==> src/rtl/dma_master_burst.sv <==
`default_nettype none
// ============================================================================
// Module   : dma_master_burst
// Purpose  : Burst DMA copy engine: read FSM -> FIFO -> write FSM on one AXI
//            master port. Define DMA_PERF_CNT_EN to add perf_cycles_o.
// Revision : 1.0
// ============================================================================
module dma_master_burst #(
    parameter int              ADDR_W     = 32,
    parameter int              DATA_W     = 32,
    parameter int              ID_W       = 4,
    parameter logic [ID_W-1:0] AXI_ID     = '0,
    parameter int              MAX_BURST  = 16,
    parameter int              FIFO_DEPTH = 16,
    parameter int              BOUNDARY   = 1024
) (
    input  logic                clk,
    input  logic                rst,
    input  logic                start_i,
    input  logic [ADDR_W-1:0]   src_addr_i,
    input  logic [ADDR_W-1:0]   dst_addr_i,
    input  logic [31:0]         qty_i,
    output logic                busy_o,
    output logic                done_o,
    output logic                err_o,
    output logic                m_arvalid,
    input  logic                m_arready,
    output logic [ADDR_W-1:0]   m_araddr,
    output logic [7:0]          m_arlen,
    output logic [2:0]          m_arsize,
    output logic [1:0]          m_arburst,
    output logic [ID_W-1:0]     m_arid,
    input  logic                m_rvalid,
    output logic                m_rready,
    input  logic [DATA_W-1:0]   m_rdata,
    input  logic [1:0]          m_rresp,
    input  logic                m_rlast,
    output logic                m_awvalid,
    input  logic                m_awready,
    output logic [ADDR_W-1:0]   m_awaddr,
    output logic [7:0]          m_awlen,
    output logic [2:0]          m_awsize,
    output logic [1:0]          m_awburst,
    output logic [ID_W-1:0]     m_awid,
    output logic                m_wvalid,
    input  logic                m_wready,
    output logic [DATA_W-1:0]   m_wdata,
    output logic [DATA_W/8-1:0] m_wstrb,
    output logic                m_wlast,
    input  logic                m_bvalid,
    output logic                m_bready,
    input  logic [1:0]          m_bresp
`ifdef DMA_PERF_CNT_EN
    ,
    output logic [31:0]         perf_cycles_o
`endif
);

    localparam int BYTES = DATA_W / 8;
    localparam int SZ    = $clog2(BYTES);
    localparam int BW    = $clog2(BOUNDARY);
    localparam int PW    = (FIFO_DEPTH > 1) ? $clog2(FIFO_DEPTH) : 1;
    localparam int CW    = PW + 1;
    localparam logic [ADDR_W-1:0] ALIGN_MASK = ~ADDR_W'(BYTES - 1);

    typedef enum logic [1:0] {R_IDLE, R_AR, R_DATA} rd_state_t;
    typedef enum logic [1:0] {W_IDLE, W_AW, W_DATA, W_B} wr_state_t;

    rd_state_t rd_state, rd_next;
    wr_state_t wr_state, wr_next;

    logic [ADDR_W-1:0] rd_addr, wr_addr;
    logic [31:0]       rd_rem, wr_rem;
    logic [8:0]        rd_len, wr_len, ar_len, aw_len, rd_beat, wr_beat;
    logic [DATA_W-1:0] fifo_mem [FIFO_DEPTH];
    logic [PW-1:0]     wptr, rptr;
    logic [CW-1:0]     count;
    logic              start_ok, r_fire, w_fire, b_fire, b_last, rd_starved, wr_last_beat;

    // Beats allowed from addr: limited by MAX_BURST, remaining words and the boundary.
    function automatic logic [8:0] burst_len(input logic [ADDR_W-1:0] addr, input logic [31:0] rem);
        logic [31:0] room, len;
        room = (32'(BOUNDARY) - 32'(addr[BW-1:0])) >> SZ;
        len  = 32'(MAX_BURST);
        if (rem < len)  len = rem;
        if (room < len) len = room;
        return len[8:0];
    endfunction

    assign rd_len       = burst_len(rd_addr, rd_rem);
    assign wr_len       = burst_len(wr_addr, wr_rem);
    assign start_ok     = start_i & ~busy_o;
    assign r_fire       = m_rvalid & m_rready;
    assign w_fire       = m_wvalid & m_wready;
    assign b_fire       = m_bvalid & m_bready;
    assign b_last       = b_fire && (wr_rem == 32'(aw_len));
    assign wr_last_beat = (wr_beat == aw_len - 9'd1);
    // A short first write can leave the FIFO too full to read yet too empty to
    // write a full burst; let the writer start and drain it in that case.
    assign rd_starved   = (rd_state == R_IDLE) && (rd_rem != 0) &&
                          ((32'(FIFO_DEPTH) - 32'(count)) < 32'(rd_len));

    assign m_araddr  = rd_addr;
    assign m_arlen   = 8'(ar_len - 9'd1);
    assign m_arsize  = 3'(SZ);
    assign m_arburst = 2'b01;
    assign m_arid    = AXI_ID;
    assign m_awaddr  = wr_addr;
    assign m_awlen   = 8'(aw_len - 9'd1);
    assign m_awsize  = 3'(SZ);
    assign m_awburst = 2'b01;
    assign m_awid    = AXI_ID;
    assign m_wdata   = fifo_mem[rptr];
    assign m_wstrb   = '1;

    always_comb begin
        rd_next   = rd_state;
        m_arvalid = 1'b0;
        m_rready  = 1'b0;
        unique case (rd_state)
            R_IDLE:  if (rd_rem != 0 && (32'(FIFO_DEPTH) - 32'(count)) >= 32'(rd_len)) rd_next = R_AR;
            R_AR: begin
                m_arvalid = 1'b1;
                if (m_arready) rd_next = R_DATA;
            end
            R_DATA: begin
                m_rready = 1'b1;
                if (m_rvalid && m_rlast) rd_next = R_IDLE;
            end
            default: rd_next = R_IDLE;
        endcase
    end

    always_comb begin
        wr_next   = wr_state;
        m_awvalid = 1'b0;
        m_wvalid  = 1'b0;
        m_wlast   = 1'b0;
        m_bready  = 1'b0;
        unique case (wr_state)
            W_IDLE:  if (wr_rem != 0 && (32'(count) >= 32'(wr_len) || rd_starved)) wr_next = W_AW;
            W_AW: begin
                m_awvalid = 1'b1;
                if (m_awready) wr_next = W_DATA;
            end
            W_DATA: begin
                m_wvalid = (count != 0);
                m_wlast  = wr_last_beat;
                if (count != 0 && m_wready && wr_last_beat) wr_next = W_B;
            end
            W_B: begin
                m_bready = 1'b1;
                if (m_bvalid) wr_next = W_IDLE;
            end
            default: wr_next = W_IDLE;
        endcase
    end

    always_ff @(posedge clk or posedge rst) begin
        if (rst) begin
            rd_state <= R_IDLE;
            wr_state <= W_IDLE;
            rd_addr  <= '0;
            wr_addr  <= '0;
            rd_rem   <= '0;
            wr_rem   <= '0;
            ar_len   <= '0;
            aw_len   <= '0;
            rd_beat  <= '0;
            wr_beat  <= '0;
            wptr     <= '0;
            rptr     <= '0;
            count    <= '0;
            busy_o   <= 1'b0;
            done_o   <= 1'b0;
            err_o    <= 1'b0;
        end else begin
            rd_state <= rd_next;
            wr_state <= wr_next;
            done_o   <= 1'b0;
            if (start_ok) begin
                rd_addr <= src_addr_i & ALIGN_MASK;
                wr_addr <= dst_addr_i & ALIGN_MASK;
                rd_rem  <= qty_i;
                wr_rem  <= qty_i;
                err_o   <= 1'b0;
                busy_o  <= (qty_i != 0);
                done_o  <= (qty_i == 0);
            end else begin
                if ((r_fire && m_rresp != 2'b00) || (b_fire && m_bresp != 2'b00)) err_o <= 1'b1;
                if (b_last) begin
                    busy_o <= 1'b0;
                    done_o <= 1'b1;
                end
            end
            if (rd_state == R_IDLE && rd_next == R_AR) ar_len <= rd_len;
            if (wr_state == W_IDLE && wr_next == W_AW) aw_len <= wr_len;
            if (r_fire) begin
                rd_beat <= m_rlast ? 9'd0 : rd_beat + 9'd1;
                wptr    <= wptr + 1'b1;
                if (m_rlast) begin
                    rd_addr <= rd_addr + (ADDR_W'(ar_len) << SZ);
                    rd_rem  <= rd_rem - 32'(ar_len);
                end
            end
            if (w_fire) begin
                wr_beat <= m_wlast ? 9'd0 : wr_beat + 9'd1;
                rptr    <= rptr + 1'b1;
            end
            if (b_fire) begin
                wr_addr <= wr_addr + (ADDR_W'(aw_len) << SZ);
                wr_rem  <= wr_rem - 32'(aw_len);
            end
            if (r_fire && !w_fire)      count <= count + 1'b1;
            else if (!r_fire && w_fire) count <= count - 1'b1;
        end
    end

    always_ff @(posedge clk) begin
        if (r_fire) fifo_mem[wptr] <= m_rdata;
    end

`ifdef DMA_PERF_CNT_EN
    always_ff @(posedge clk or posedge rst) begin
        if (rst)                                           perf_cycles_o <= '0;
        else if (start_ok)                                 perf_cycles_o <= '0;
        else if (busy_o && perf_cycles_o != 32'hFFFF_FFFF) perf_cycles_o <= perf_cycles_o + 32'd1;
    end
`endif

    // The slave must end each read burst exactly on the requested beat count.
    a_rlast_position: assert property (@(posedge clk) disable iff (rst)
        (m_rvalid && m_rready) |-> (m_rlast == (rd_beat == ar_len - 9'd1)));

endmodule
`default_nettype wire

==> config.mk <==
export PLATFORM = sky130hd
export DESIGN_NAME = dma_master_burst
export DESIGN_NICKNAME = d
export VERILOG_FILES = /design/src/rtl/dma_master_burst.sv
export SDC_FILE = /design/constraint.sdc
export NUM_CORES = 1
export LEC_CHECK = 0
export BUFFER_PORTS_ARGS = -buffer_cell sky130_fd_sc_hd__buf_2
export CAP_MARGIN = 0
export CORE_AREA = 2 2 233 235
export DETAILED_ROUTE_END_ITERATION = 10
export DIE_AREA = 0 0 235 237
export GPL_ROUTABILITY_DRIVEN = 0
export HOLD_SLACK_MARGIN = 0.1
export PLACE_DENSITY = 0.8
export SLEW_MARGIN = 20
export SYNTH_ARGS = -nofsm -noshare
export SYNTH_HDL_FRONTEND = slang
export SYNTH_SLANG_ARGS = --single-unit
export TNS_END_PERCENT = 100
==> constraint.sdc <==
create_clock -name clk -period 13.5 [get_ports clk]
set_input_delay 2.7 -clock clk [delete_from_list [all_inputs] [get_ports clk]]
set_output_delay 2.7 -clock clk [all_outputs]
set_load 0.02 [all_outputs]
======== Yosys cells after proc, flatten, opt, wreduce, memory -nomap -nowiden ========
Memories as Yosys holds them, arrays and structs flattened.
Cells that the tools add are included.
word-level totals
  bits in registers ....................... 175
  memory bits (writable) .................. 512
  input bits .............................. 141
  output and inout port bits .............. 143
  logic and storage cells ................. 122
  memories kept ........................... 1
memory list
  name      words  width  rd ports  clocked after memory_dff  wr ports  RTL line  RTL
  fifo_mem  16     32     1         0                         1         75        logic [DATA_W-1:0] fifo_mem [FIFO_DEPTH];
operators by class
  $add $sub $neg .......................... 14
  $lt $le $gt $ge ......................... 7
  equal/unequal tests ..................... 9
  muxes and demuxes ....................... 40
  bitwise gates (word level) .............. 5
  reductions and logical operators ........ 31
operator list
  kind                      number
  $mux W32                  12
  $reduce_bool A32 Y1       3
  $add A32 B11 Y32          2
  $lt A30 B32 Y1            2
  $lt A32 B5 Y1 const B     2
  $sub A32 B9 Y32           2
  $eq A32 B9 Y1             1
  $ge A32 B9 Y1             1
  $logic_not A32 Y1         1
  $lt A32 B9 Y1             1
  $mux W9                   3
  $sub A11 B10 Y12 const A  2
  $logic_and A1 B1 Y1       14
  $mux W1                   14
  $mux W2                   7
  $reduce_bool A2 Y1        6
  $mux W5                   2
  $add A9 B1 Y9 const B     1
  $eq A9 B9 Y1              1
  $ge A5 B9 Y1              1
  $sub A9 B1 Y9 const B     1
  $add A4 B1 Y4 const B     2
  $eq A2 B1 Y1 const B      4
  $pmux W2 S4               1
  other kinds (12)          20

======== Logic depth before layout (Yosys ltp) ========
  depth in word-level cells ............... 12
  mapped depth ............................ 23

======== Worst setup path before layout ========
OpenSTA, ideal clock, no wires.
  path kind ............................... input-to-reg
  from .................................... in m_rvalid
  to ...................................... mem fifo_mem[3][0] (enable)
  setup time .............................. 461 ps
  data arrival time ....................... 5500 ps
  data required time ...................... 13039 ps
  setup slack ............................. 7539 ps
  cell stages on the path ................. 4
  path buffers ............................ 1
  path through ............................ and2_1 clkbuf_1 nand2_1 nor3_1
on the way
  cells in the longest elaborated chain, start to end .. 3
ends and longest elaborated chain
  element                        RTL line  RTL
  start: declaration             33        input logic m_rvalid,
  $and A1 B1 Y1                  93        assign r_fire = m_rvalid & m_rready;
  net r_fire                     78        logic start_ok, r_fire, w_fire, b_fire, b_last, rd_starved, wr_last_beat;
  $mux W1                        220       if (r_fire) fifo_mem[wptr] <= m_rdata;
  $mux W1 (implied by the code)  220
  end: declaration               75
The timed path passes the listed nets, and every way through them passes these cells.

======== Worst setup path in the final report ========
  from .................................... reg rptr[0]
  to ...................................... out m_wdata[28]
on the way
  cells in the longest elaborated chain, start to end .. 1
ends and longest elaborated chain
  element                   RTL line  RTL
  start: declaration        76        logic [PW-1:0] wptr, rptr;
  start signal: assignment  208       rptr <= rptr + 1'b1;
  $mem_v2 Z16 W32           n/a
  end: declaration          47        output logic [DATA_W-1:0] m_wdata,
Every way passes these cells.

==> metrics.cfg <==
[logic_synthesis]
synthDistinctLibCells=78
async_flop_share=0.253
syn_avg_cell_area_um2=14.7
netlist_area_um2=31500
ys_seq_area_frac=0.625
synth_edf_count=512
yosysWarnings=0
ys_ff_latch=685
synthCells=2151
synthTopCellsByArea=edfxtp_1, dfrtp_1, mux4_2, ha_1, nand2_1
post-synth-top-area-fraction=0.488
yosysTopAreaCell=edfxtp_1
yosys_most_used_dff=edfxtp_1

[place]
numPortBuffers=255
dp_slack_ns=7.63
dp_hpwl_mm=49.9
postPlaceCellArea_um2=33600

[worst_hold_path]
min_path_cells=1
min-delay-start=rd_rem[31]$_DFF_PP0_
min_to=rd_rem[31]$_DFF_PP0_
hold_path_class=reg2reg

[worst_setup_path]
cp-end-kind=output pin
cp-start-kind=flip-flop
crit_fanout=50
reg2reg_slack_ns=7.71
crit_slowest_cell=buf_4
crit_family=multiplexers
critPathRequiredTime_ns=10.80
cpPeakStageDelay_ns=0.88
path_buf_inv=2
r2r-end=ar_len[0]$_DFFE_PP0P_
worst_r2r_startpoint=m_araddr[3]$_DFF_PP0_
reg2reg_depth=20
setup.worst_path.class=reg2out
cp_cell_sequence=buf_4 > mux4_2 > mux4_2 > buf_2
crit_arrival_ns=3.73
cpMostUsedCell=mux4_2

[timing]
post-route-min-period_ns=6.43
fin_tns_setup_ns=0
slew_headroom=0.202
finalHoldViolCount=0
tightest_slew_ns=1.20
fmax_ghz=0.155
setup_violations=0
drv_slew=0
finClkSkew_ns=0.0397
fin_ws_ns=7.07
fin_crit_sh=0.476
rsz0062_at_grt=no

[pwr]
power_density_nw_per_um2=226
peakVddDrop_uv=234
p_leak_uw=0.0132

[clocking]
clock_sinks=685
post_cts_resized=0
cts_max_path_buffers=3
cts_root_buffer=clkbuf_16
cts_tree=built
post-cts-setup-buffers=0
cts.reportedPaths.clkPinSlew_ns=0.06
hold_buffers=0
insertion_delay_ns=0.64
htree_levels=3
cts_inserted_buffers=70

[outcome]
outcome=complete, no violations

[global_routing]
grt-ovfl-total=0
grt_pass1_vias=21186
antenna_found_initial=7
gr-usage-all-layers=0.303
grt_max_degree=82
grt_pass1_wl_mm=127

[route]
viasPerCell=6.55
wire_per_inst_um=26.4
antenna_left=0
drtIter0Drc=2529
drc=0
via_count=20842
routed_wirelength_mm=84.1
dr.pass1.iters=6

[finish]
syn_to_final_growth_pct=14.2
nFillCells=3446
drive_gt1_frac=0.244
stdcell_area_um2=36000
nNetsFinal=2655
final_core_util=0.675
multi_input_area_um2=11200
seq_area_um2=19700

[die]
fp.dieH_um=237
initial_core_util=0.592
die_w_um=235
core_area_um2=53300
ios=284
dieArea_um2=55700
rows=85

[job]
cap_viol_max_count=0

-- flip-flops by register name (all words and copies together), names as in the netlist --
| signal | cells |
|---|---|
| done_o | 1 |
| aw_len | 9 |
| wptr | 4 |
| wr_state | 2 |
| rd_rem | 32 |
| err_o | 1 |
| ar_len | 9 |
| count | 5 |
| m_awaddr | 30 |
| wr_beat | 9 |
| rd_state | 2 |
| fifo_mem | 512 |
| m_araddr | 32 |
| rptr | 4 |
| busy_o | 1 |
| wr_rem | 32 |
-- metrics by stage --
step | power [uW] | hold slack, ns | instances
after global routing | 8510 | 0.547 | 3181
after CTS | 8100 | 0.527 | 3178
final | 8130 | 0.524 | 3182
after detailed placement | 6090 | 0.511 | 3051
after global placement | 5960 | 0.506 | 3051
after floorplan | 5190 | 0.460 | 2181
-- layer usage --
metal	vias to the layer above	GRT usage	share of wire
li1	8912	-	-
met1	10519	0.391	0.37
met2	1176	0.514	0.51
met3	227	0.0512	0.086
met4	8	0.129	0.041
met5	-	0	0.00063
-- synth_stat cells (5+ instances only) --
cell and number:
and2_1 22, or3_1 15, o211ai_1 28, a221o_1 9
mux4_2 160, dfrtp_1 173, mux2i_1 22, or2_2 6
a21boi_0 6, buf_4 25, inv_1 75, clkbuf_1 68
ha_1 81, o22ai_1 6, nand4_1 24, nor2b_1 22
nand2_1 143, o311ai_0 13, nor4_1 21, nand3b_1 6
fa_1 5, nand3_1 37, o221a_2 5, o21a_1 13
a211oi_1 46, nor3_1 54, a31oi_1 27, edfxtp_1 512
o21ai_0 58, buf_1 18, a21o_1 16, nor2_1 139
nand2b_1 18, a311oi_1 8, a211o_1 5, xor2_1 28
xnor2_1 49, a21oi_1 80, nor3b_1 6, and3_1 25
and4_1 6, or4_1 8
-- worst max path at each step --
| stage | endpoint | cells after the start | slack, ns | startpoint |
|---|---|---|---|---|
| 5_1_grt | m_wdata[28] | 4 | 6.85 | rptr[0]$_DFFE_PP0P_ |
| 3_3_place_gp | m_wdata[30] | 4 | 7.64 | rptr[0]$_DFFE_PP0P_ |
| 6_report | m_wdata[28] | 4 | 7.07 | rptr[0]$_DFFE_PP0P_ |
| 4_1_cts | m_wdata[17] | 4 | 6.95 | rptr[0]$_DFFE_PP0P_ |
| 3_5_place_dp | m_wdata[1] | 4 | 7.63 | rptr[0]$_DFFE_PP0P_ |
| 2_1_floorplan | ar_len[0]$_DFFE_PP0P_ | 1 | 6.11 | rst |
-- power breakdown --
| part | total [uW] | switching [uW] | internal, uW |
|---|---|---|---|
| registers | 2970 | 436 | 2530 |
| logic | 3210 | 1800 | 1410 |
| clock network | 1950 | 846 | 1110 |
| total | 8130 | 3080 | 5050 |
-- cell families after synthesis --
kind of cell | count (synthesis) | share of synthesized area
multiplexers | 192 | 0.125
other | 2 | 0.000238
adder cells (fa/ha/maj) | 86 | 0.0353
AO/OA/AOI/OAI | 355 | 0.0767
buffers and inverters | 190 | 0.0264
flip-flops | 685 | 0.625
XOR/XNOR | 77 | 0.0214
AND/OR/NAND/NOR | 564 | 0.0897
-- cell usage in the layout, fill, tap and decap left out, types with 9 or more instances in the layout --
| cell | Yosys | layout |
|---|---|---|
| o21a_1 | 13 | 13 |
| xnor2_1 | 49 | 49 |
| nor2b_1 | 22 | 21 |
| xor2_1 | 28 | 28 |
| nor4_1 | 21 | 21 |
| nand4_1 | 24 | 24 |
| mux4_2 | 160 | 160 |
| ha_1 | 81 | 81 |
| edfxtp_1 | 512 | 512 |
| o211ai_1 | 28 | 28 |
| nor2_1 | 139 | 125 |
| a21oi_1 | 80 | 80 |
| a31oi_1 | 27 | 27 |
| nand2_1 | 143 | 143 |
| o311ai_0 | 13 | 13 |
| and2_1 | 22 | 22 |
| nand3_1 | 37 | 37 |
| buf_2 | 1 | 255 |
| a221o_1 | 9 | 9 |
| and3_1 | 25 | 25 |
| a211oi_1 | 46 | 46 |
| o21ai_0 | 58 | 58 |
| clkbuf_16 | 0 | 70 |
| clkinv_1 | 0 | 9 |
| dfrtp_1 | 173 | 169 |
| a21o_1 | 16 | 16 |
| nor2_4 | 1 | 13 |
| nor3_1 | 54 | 50 |
| clkbuf_1 | 68 | 16 |
| inv_1 | 75 | 74 |
| conb_1 | 2 | 32 |
| buf_4 | 25 | 33 |
| or3_1 | 15 | 15 |
| nand2b_1 | 18 | 18 |
| mux2i_1 | 22 | 22 |
-- final cells by class --
| type | count | share of cell area |
|---|---|---|
| well taps | 696 | 0.0242 |
| flip-flops and latches | 685 | 0.548 |
| clock inverters | 34 | 0.0111 |
| clock buffers | 93 | 0.0530 |
| repair buffers | 290 | 0.0432 |
| diodes | 3 | 0.000209 |
| inverters | 75 | 0.00796 |
| multi-input cells | 1306 | 0.312 |
-- worst register-to-register path: cells and delay by family (launching register included) --
| family | cells | cell delay (ns) |
|---|---|---|
| flip-flops | 1 | 0.44 |
| XOR/XNOR | 1 | 0.14 |
| multiplexers | 2 | 0.80 |
| AO/OA/AOI/OAI | 6 | 1.30 |
| AND/OR/NAND/NOR | 9 | 2.39 |
| adder cells (fa/ha/maj) | 2 | 0.65 |
Note: power is estimated with default switching activity, not from simulation.
